===== src/rtl/ecc_pmul_ctrl_pkg.sv =====
// ============================================================================
// Module  : ecc_pmul_pkg
// Brief   : Shared types and constants for the P-256 point-multiplier
//           sequencer (state encoding, result geometry, default limits).
// Revision: 1.0 - initial release
// ============================================================================
`default_nettype none

package ecc_pmul_pkg;

  localparam int WORDS  = 8;               // 32-bit words per coordinate
  localparam int WORD_W = 32;
  localparam int ADDR_W = 3;
  localparam int RES_W  = WORDS * WORD_W;

  localparam logic [31:0] DEF_TIMEOUT     = 32'd8_000_000;
  localparam int          DEF_ACK_CYCLES  = 16;
  localparam int          DEF_SRST_CYCLES = 4;

  typedef enum logic [2:0] {
    S_IDLE     = 3'd0,
    S_START    = 3'd1,
    S_WAIT_ACK = 3'd2,
    S_RUN      = 3'd3,
    S_RECOVER  = 3'd4
  } state_t;

  // One-hot mask bit for a result word index.
  function automatic logic [WORDS-1:0] word_bit(input logic [ADDR_W-1:0] addr);
    logic [WORDS-1:0] b;
    b       = '0;
    b[addr] = 1'b1;
    return b;
  endfunction

endpackage

`default_nettype wire


===== src/rtl/ecc_pmul_ctrl_if.sv =====
// ============================================================================
// Module  : ecc_pmul_ctrl_if
// Brief   : Handshake and result-write bus between the sequencer (master)
//           and the curve_mul_256 core (slave).
// Revision: 1.0 - initial release
// ============================================================================
`default_nettype none

interface ecc_pmul_ctrl_if;
  import ecc_pmul_pkg::*;

  logic              ena;
  logic              srst_n;
  logic              rdy;
  logic              rx_wren;
  logic              ry_wren;
  logic [ADDR_W-1:0] rx_addr;
  logic [ADDR_W-1:0] ry_addr;
  logic [WORD_W-1:0] rx_dout;
  logic [WORD_W-1:0] ry_dout;

  modport master (
    output ena, srst_n,
    input  rdy, rx_wren, ry_wren, rx_addr, ry_addr, rx_dout, ry_dout
  );

  modport slave (
    input  ena, srst_n,
    output rdy, rx_wren, ry_wren, rx_addr, ry_addr, rx_dout, ry_dout
  );

endinterface

`default_nettype wire


===== src/rtl/ecc_pmul_ctrl.sv =====
// ============================================================================
// Module  : ecc_pmul_ctrl
// Brief   : Sequencer for the P-256 point multiplier: start pulse, rdy
//           handshake tracking, result capture, run-cycle count, scope
//           trigger, and timeout recovery via a core soft-reset pulse.
// Revision: 1.0 - initial release
// ============================================================================
`default_nettype none

module ecc_pmul_ctrl
  import ecc_pmul_pkg::*;
#(
  parameter int          pCNT_WIDTH   = 32,
  parameter logic [31:0] pTIMEOUT     = DEF_TIMEOUT,
  parameter int          pACK_CYCLES  = DEF_ACK_CYCLES,
  parameter int          pSRST_CYCLES = DEF_SRST_CYCLES
) (
  input  wire logic                  clk,
  input  wire logic                  rst_n,
  input  wire logic                  start_i,
  output logic                       busy_o,
  output logic                       done_o,
  output logic                       err_timeout_o,
  output logic                       err_incomplete_o,
  output logic                       trigger_o,
  output logic [pCNT_WIDTH-1:0]      cycles_o,
  output logic [RES_W-1:0]           rx_o,
  output logic [RES_W-1:0]           ry_o,
  ecc_pmul_ctrl_if.master            core
);

  localparam int                    WAIT_W    = 16;
  localparam logic [WAIT_W-1:0]     ACK_LAST  = WAIT_W'(pACK_CYCLES - 1);
  localparam logic [WAIT_W-1:0]     SRST_LAST = WAIT_W'(pSRST_CYCLES - 1);
  localparam logic [pCNT_WIDTH-1:0] TIMEOUT_C = pCNT_WIDTH'(pTIMEOUT);

  state_t                  state_q, state_d;
  logic [WAIT_W-1:0]       wait_cnt_q, wait_cnt_d;
  logic [pCNT_WIDTH-1:0]   cycles_q, cycles_d;
  logic                    done_q, done_d;
  logic                    err_to_q, err_to_d;
  logic                    err_inc_q, err_inc_d;
  logic [WORDS-1:0]        rx_mask_q, ry_mask_q;
  logic [WORDS-1:0]        rx_mask_d, ry_mask_d;
  logic [RES_W-1:0]        rx_q, ry_q;
  logic                    clr_run;
  logic                    rx_wr, ry_wr;
  logic                    cyc_sat;

  // Writes only count while the core is running; the rdy-rising cycle is
  // still RUN, so its writes are folded into the completeness check.
  always_comb begin
    rx_wr     = core.rx_wren && (state_q == S_RUN);
    ry_wr     = core.ry_wren && (state_q == S_RUN);
    rx_mask_d = rx_mask_q | (rx_wr ? word_bit(core.rx_addr) : '0);
    ry_mask_d = ry_mask_q | (ry_wr ? word_bit(core.ry_addr) : '0);
    cyc_sat   = &cycles_q;
  end

  // State and status register bank.
  always_ff @(posedge clk or negedge rst_n) begin
    if (!rst_n) begin
      state_q    <= S_IDLE;
      wait_cnt_q <= '0;
      cycles_q   <= '0;
      done_q     <= 1'b0;
      err_to_q   <= 1'b0;
      err_inc_q  <= 1'b0;
    end else begin
      state_q    <= state_d;
      wait_cnt_q <= wait_cnt_d;
      cycles_q   <= cycles_d;
      done_q     <= done_d;
      err_to_q   <= err_to_d;
      err_inc_q  <= err_inc_d;
    end
  end

  // Next-state, counters and sticky flags.
  always_comb begin
    state_d    = state_q;
    wait_cnt_d = wait_cnt_q;
    cycles_d   = cycles_q;
    done_d     = done_q;
    err_to_d   = err_to_q;
    err_inc_d  = err_inc_q;
    clr_run    = 1'b0;
    case (state_q)
      S_IDLE: begin
        if (start_i) begin
          state_d   = S_START;
          clr_run   = 1'b1;
          done_d    = 1'b0;
          err_to_d  = 1'b0;
          err_inc_d = 1'b0;
          cycles_d  = '0;
        end
      end
      S_START: begin
        state_d    = S_WAIT_ACK;
        wait_cnt_d = '0;
      end
      S_WAIT_ACK: begin
        if (!core.rdy) begin
          state_d = S_RUN;
        end else if (wait_cnt_q == ACK_LAST) begin
          state_d    = S_RECOVER;
          err_to_d   = 1'b1;
          wait_cnt_d = '0;
        end else begin
          wait_cnt_d = wait_cnt_q + 1'b1;
        end
      end
      S_RUN: begin
        // Completion has priority over the timeout in the same cycle.
        if (core.rdy) begin
          state_d = S_IDLE;
          if ((&rx_mask_d) && (&ry_mask_d)) done_d    = 1'b1;
          else                              err_inc_d = 1'b1;
          if (!cyc_sat) cycles_d = cycles_q + 1'b1;
        end else if (cycles_q == TIMEOUT_C) begin
          state_d    = S_RECOVER;
          err_to_d   = 1'b1;
          wait_cnt_d = '0;
        end else if (!cyc_sat) begin
          cycles_d = cycles_q + 1'b1;
        end
      end
      S_RECOVER: begin
        if (wait_cnt_q == SRST_LAST) state_d    = S_IDLE;
        else                         wait_cnt_d = wait_cnt_q + 1'b1;
      end
      default: state_d = S_IDLE;
    endcase
  end

  // X-coordinate capture: data lands in its word slot, mask tracks coverage.
  always_ff @(posedge clk or negedge rst_n) begin
    if (!rst_n) begin
      rx_q      <= '0;
      rx_mask_q <= '0;
    end else if (clr_run) begin
      rx_mask_q <= '0;
    end else if (rx_wr) begin
      rx_q[WORD_W*core.rx_addr +: WORD_W] <= core.rx_dout;
      rx_mask_q                           <= rx_mask_d;
    end
  end

  // Y-coordinate capture, independent of X.
  always_ff @(posedge clk or negedge rst_n) begin
    if (!rst_n) begin
      ry_q      <= '0;
      ry_mask_q <= '0;
    end else if (clr_run) begin
      ry_mask_q <= '0;
    end else if (ry_wr) begin
      ry_q[WORD_W*core.ry_addr +: WORD_W] <= core.ry_dout;
      ry_mask_q                           <= ry_mask_d;
    end
  end

  // All control outputs decode directly from registered state.
  assign busy_o           = (state_q != S_IDLE);
  assign trigger_o        = (state_q == S_RUN);
  assign core.ena         = (state_q == S_START);
  assign core.srst_n      = (state_q != S_RECOVER);
  assign done_o           = done_q;
  assign err_timeout_o    = err_to_q;
  assign err_incomplete_o = err_inc_q;
  assign cycles_o         = cycles_q;
  assign rx_o             = rx_q;
  assign ry_o             = ry_q;

endmodule

`default_nettype wire


===== src/flat_wrapper.sv =====
// flat-port wrapper written by rule: the top's interface ports become plain ports
module ecc_pmul_ctrl_flat import ecc_pmul_pkg::*;
#(
  parameter int          pCNT_WIDTH   = 32,
  parameter logic [31:0] pTIMEOUT     = DEF_TIMEOUT,
  parameter int          pACK_CYCLES  = DEF_ACK_CYCLES,
  parameter int          pSRST_CYCLES = DEF_SRST_CYCLES
)
  (clk, rst_n, start_i, busy_o, done_o, err_timeout_o, err_incomplete_o, trigger_o, cycles_o, rx_o, ry_o, core_ena, core_srst_n, core_rdy, core_rx_wren, core_ry_wren, core_rx_addr, core_ry_addr, core_rx_dout, core_ry_dout);
  ecc_pmul_ctrl_if core_i ();
  input  wire logic clk;
  input  wire logic rst_n;
  input  wire logic start_i;
  output logic busy_o;
  output logic done_o;
  output logic err_timeout_o;
  output logic err_incomplete_o;
  output logic trigger_o;
  output logic [pCNT_WIDTH-1:0] cycles_o;
  output logic [RES_W-1:0] rx_o;
  output logic [RES_W-1:0] ry_o;
  output wire logic [$bits(core_i.ena)-1:0] core_ena;
  output wire logic [$bits(core_i.srst_n)-1:0] core_srst_n;
  input wire logic [$bits(core_i.rdy)-1:0] core_rdy;
  input wire logic [$bits(core_i.rx_wren)-1:0] core_rx_wren;
  input wire logic [$bits(core_i.ry_wren)-1:0] core_ry_wren;
  input wire logic [$bits(core_i.rx_addr)-1:0] core_rx_addr;
  input wire logic [$bits(core_i.ry_addr)-1:0] core_ry_addr;
  input wire logic [$bits(core_i.rx_dout)-1:0] core_rx_dout;
  input wire logic [$bits(core_i.ry_dout)-1:0] core_ry_dout;
  assign core_ena = core_i.ena;
  assign core_srst_n = core_i.srst_n;
  assign core_i.rdy = core_rdy;
  assign core_i.rx_wren = core_rx_wren;
  assign core_i.ry_wren = core_ry_wren;
  assign core_i.rx_addr = core_rx_addr;
  assign core_i.ry_addr = core_ry_addr;
  assign core_i.rx_dout = core_rx_dout;
  assign core_i.ry_dout = core_ry_dout;
  ecc_pmul_ctrl #(.pCNT_WIDTH(pCNT_WIDTH), .pTIMEOUT(pTIMEOUT), .pACK_CYCLES(pACK_CYCLES), .pSRST_CYCLES(pSRST_CYCLES)) u_core (.clk(clk), .rst_n(rst_n), .start_i(start_i), .busy_o(busy_o), .done_o(done_o), .err_timeout_o(err_timeout_o), .err_incomplete_o(err_incomplete_o), .trigger_o(trigger_o), .cycles_o(cycles_o), .rx_o(rx_o), .ry_o(ry_o), .core(core_i));
endmodule

===== config.mk =====
export PLATFORM = sky130hd
export DESIGN_NAME = ecc_pmul_ctrl_flat
export DESIGN_NICKNAME = d
export VERILOG_FILES = /design/src/rtl/ecc_pmul_ctrl_pkg.sv /design/src/rtl/ecc_pmul_ctrl_if.sv /design/src/rtl/ecc_pmul_ctrl.sv /design/src/flat_wrapper.sv
export SDC_FILE = /design/constraint.sdc
export NUM_CORES = 1
export LEC_CHECK = 0
export BUFFER_PORTS_ARGS = -buffer_cell sky130_fd_sc_hd__buf_2
export CAP_MARGIN = 15
export CELL_PAD_IN_SITES_DETAIL_PLACEMENT = 0
export CELL_PAD_IN_SITES_GLOBAL_PLACEMENT = 1
export CORE_AREA = 2 2 243 245
export CTS_CLUSTER_DIAMETER = 60
export DETAILED_ROUTE_END_ITERATION = 6
export DIE_AREA = 0 0 245 247
export PLACE_DENSITY_LB_ADDON = 0.1
export SLEW_MARGIN = 20
export SYNTH_ARGS = -nofsm -noshare
export SYNTH_HDL_FRONTEND = slang
export SYNTH_SLANG_ARGS = --single-unit

===== constraint.sdc =====
create_clock -name clk -period 4.35 [get_ports clk]
set_input_delay 0.87 -clock clk [delete_from_list [all_inputs] [get_ports clk]]
set_output_delay 0.87 -clock clk [all_outputs]
set_load 0.05 [all_outputs]

==> metrics <==
result of the run finished, final reports clean; number of nets with antenna violations after detailed routing 0; 1st-pass router iterations 5; Remaining Overflow, GRT 0; first-pass GRT wire length 122000 um; transition time at the pin with the least slew margin roughly 1000 ps; average cell area after synthesis 10.1 um2; setup bufs post-CTS 0; total vias in the final route about 19000; most instantiated library cell after synthesis sky130_fd_sc_hd__nand2_1; TritonCTS clock tree yes; width of the chip between 200 and 250 um; syn nets 2387; Setup TNS 0 ps; portion of synthesized cell area occupied by the leading cell type 62.6%; Power Dens Cells 628 mW/mm2; cell with the largest stage delay on the worst path sky130_fd_sc_hd__dfrtp_1; Unique masters post-synth between 50 and 60; minimum clock period after layout 3090 ps; final setup skew 26.3 ps; number of gates resized after cts 0; Critical Path Fanout Max 22; clock buffer depth 3; number of buffers created by CTS 67; series of cell instances along the critical path and3b_1, nand2_1, nor2_1, and4_2, buf_4, mux2_2; required time at the worst-slack endpoint between 4000 and 5000 ps; Main synth FF type sky130_fd_sc_hd__dfrtp_1; root cell of the clock tree sky130_fd_sc_hd__clkbuf_16; sinks on the clock net between 500 and 600; number of hold buffers added after CTS 0; number of placed I/O pins approximately 630; reported leakage power around 0.015 uW; fraction of layout cells with a size suffix above 1 30.6%; vias per cell 5.17; total routing resource utilization after global routing a little over a quarter; main area contributors after synthesis sky130_fd_sc_hd__dfrtp_1 (63%), sky130_fd_sc_hd__nand2_1 (11%), sky130_fd_sc_hd__o21ai_0 (9.3%); net count reported at finish around 3000; Buf/Inv on CP 1; clock transition at the register clock pins on the worst setup and hold paths after CTS 60 ps; routability congestion estimate from global placement between 0.8 and 0.9; maximum number of pins on one net before global-route repair 102; Max rail drop VDD 0.000373 V; Slew headroom 32.8%; sequential share of the synthesized area 62.6%; Core Rows 89; Max Fclk 324 MHz; Syn. warnings 0; crit start category flip-flop; Arr. time, crit path 3560 ps; Final Hold Viols 0; H-tree Lvls 3; family with the most delay on the worst path simple AND/OR/NAND/NOR gates; Hold WC Path Type in2async; Seq cells post-synth ~580; Critical Path Sink Type flip-flop; top cells by count, synth sky130_fd_sc_hd__nand2_1 (695), sky130_fd_sc_hd__dfrtp_1 (582), sky130_fd_sc_hd__o21ai_0 (433); worst slack on hold paths 300 ps; number of endpoints failing setup at the final stage 0; number of fill cells 5506; DRC marker count from the first detailed-route iteration 1275; half-perimeter wire length after detailed placement 59700 um; Die Y around 250 um; period utilisation layout 71.0%; max incr delay on CP 580 ps; cell area after synthesis 0.0233 mm2; Die Outline Area slightly above 0.06 mm2; Async S/R FF share, synth between 90% and 100%; RSZ-0062 raised after global routing false; final-report max-slew violation count 0; largest area contributor in the netlist sky130_fd_sc_hd__dfrtp_1; synthesis-to-finish area growth 26.9%; antenna violations before repair 3; number of input and output port buffers inserted 626; average wire length per cell after detail routing between 20 and 25 um; number of flops mapped to enable cells by yosys 0; clock latency reported for the late side of the worst-skew pair ~600 ps; Setup CP Type reg2reg; maximum capacitance violations 0; core area 0.0582 mm2; initial cell density of the core 40.0%; vias in the first global route 18800; count of mapped cells out of synthesis 2298; residual DRC count 0; total wire length ~80000 um
-- cell usage in the layout (no fill, tap or decap), drive strengths merged, types with 3 or more instances in the layout --
| cell | instances |
|---|---|
| buf | 675 |
| and3 | 11 |
| nor3b | 6 |
| clkbuf | 100 |
| bufinv | 5 |
| nand2 | 695 |
| a2111oi | 11 |
| nand3 | 28 |
| mux2 | 101 |
| nor2b | 10 |
| xnor2 | 16 |
| a41o | 6 |
| ha | 13 |
| o21a | 3 |
| nor2 | 69 |
| a211oi | 5 |
| nor3 | 10 |
| a32oi | 4 |
| o21ai | 434 |
| inv | 23 |
| nand4 | 21 |
| dfrtp | 582 |
| a31oi | 14 |
| nor4b | 5 |
| o41ai | 5 |
| or2 | 3 |
| nand2b | 5 |
| or4 | 5 |
| a21oi | 17 |
| o31ai | 16 |
| clkinv | 4 |
| nor4 | 8 |
| and2 | 7 |
| and4 | 5 |
-- per-layer routing --
metal | share of wire [%] | routed length, um | global-route usage (%)
met5 | 0.032 | 26 | 0
met2 | 49 | 39600 | 44.2
met4 | 3.1 | 2550 | 9.04
met1 | 41 | 33500 | 34.0
met3 | 7.2 | 5910 | 6.88
-- state kept, by name, summed over array words and instances, names as in the netlist --
| register | cells |
|---|---|
| u_core.rx_o | 256 |
| u_core.ry_o | 256 |
| u_core.cycles_o | 32 |
| u_core.wait_cnt_q | 16 |
| u_core.rx_mask_q | 8 |
| u_core.ry_mask_q | 8 |
| u_core.state_q | 3 |
| u_core.done_o | 1 |
| u_core.err_incomplete_o | 1 |
| u_core.err_timeout_o | 1 |
-- kinds of logic (layout without fill, tap and decap cells) --
kind of cell / Yosys count / after routing / synth area share [%]
and+or+nand+nor: 897 / 897 / 16.1
DFF: 582 / 582 / 62.6
AOI/OAI and AO/OA: 526 / 526 / 12.3
buffers and inverters: 161 / 807 / 2.76
muxes: 103 / 103 / 4.97
xor gates and xnor gates: 16 / 16 / 0.602
adders and majority gates: 13 / 13 / 0.699
other: 0 / 1 / 0
-- where the power goes --
| group | switching [uW] | internal (uW) |
|---|---|---|
| Clock | 2240 | 3430 |
| Sequential | 551 | 6330 |
| Combinational | 4830 | 1180 |
-- worst paths after layout --
check	startpoint	endpoint	slack, ps	depth (start not counted)
worst min-delay path	rst_n	u_core.ry_o[154]	300	1
worst max register to register	u_core.state_q[1]	u_core.rx_o[30]	1260	6
max in group asynchronous	rst_n	u_core.ry_o[78]	2850	3
min in group clk	u_core.done_o	u_core.done_o	470	2
worst min register to register	u_core.done_o	u_core.done_o	470	2
worst max-delay path	u_core.state_q[1]	u_core.rx_o[30]	1260	6
-- layout make-up --
type / count / area (um2) / area share [%]
Timing Repair Buffer: 675 / 3590 / 12.1
Antenna cell: 1 / 2.50 / 0.00847
Clock inverter: 14 / 225 / 0.763
Clock buffer: 100 / 1970 / 6.68
Tap cell: 773 / 967 / 3.28
Sequential cell: 582 / 14600 / 49.3
Inverter: 18 / 67.6 / 0.229
Multi-Input combinational cell: 1555 / 8140 / 27.6
-- per-stage QoR --
stage               power, uW  worst slack [ps]  util, %  instance area, um2  cells
global route            19400              1030     50.7               29500   3717
CTS                     18800              1240     50.7               29500   3717
finish                  18600              1260     50.7               29500   3718
global placement        12900               778     46.9               27300   3603
floorplan               11100              1390        -               23300   2298
detailed placement      13000               711     46.9               27300   3603
(Power assumes the default switching activity.)
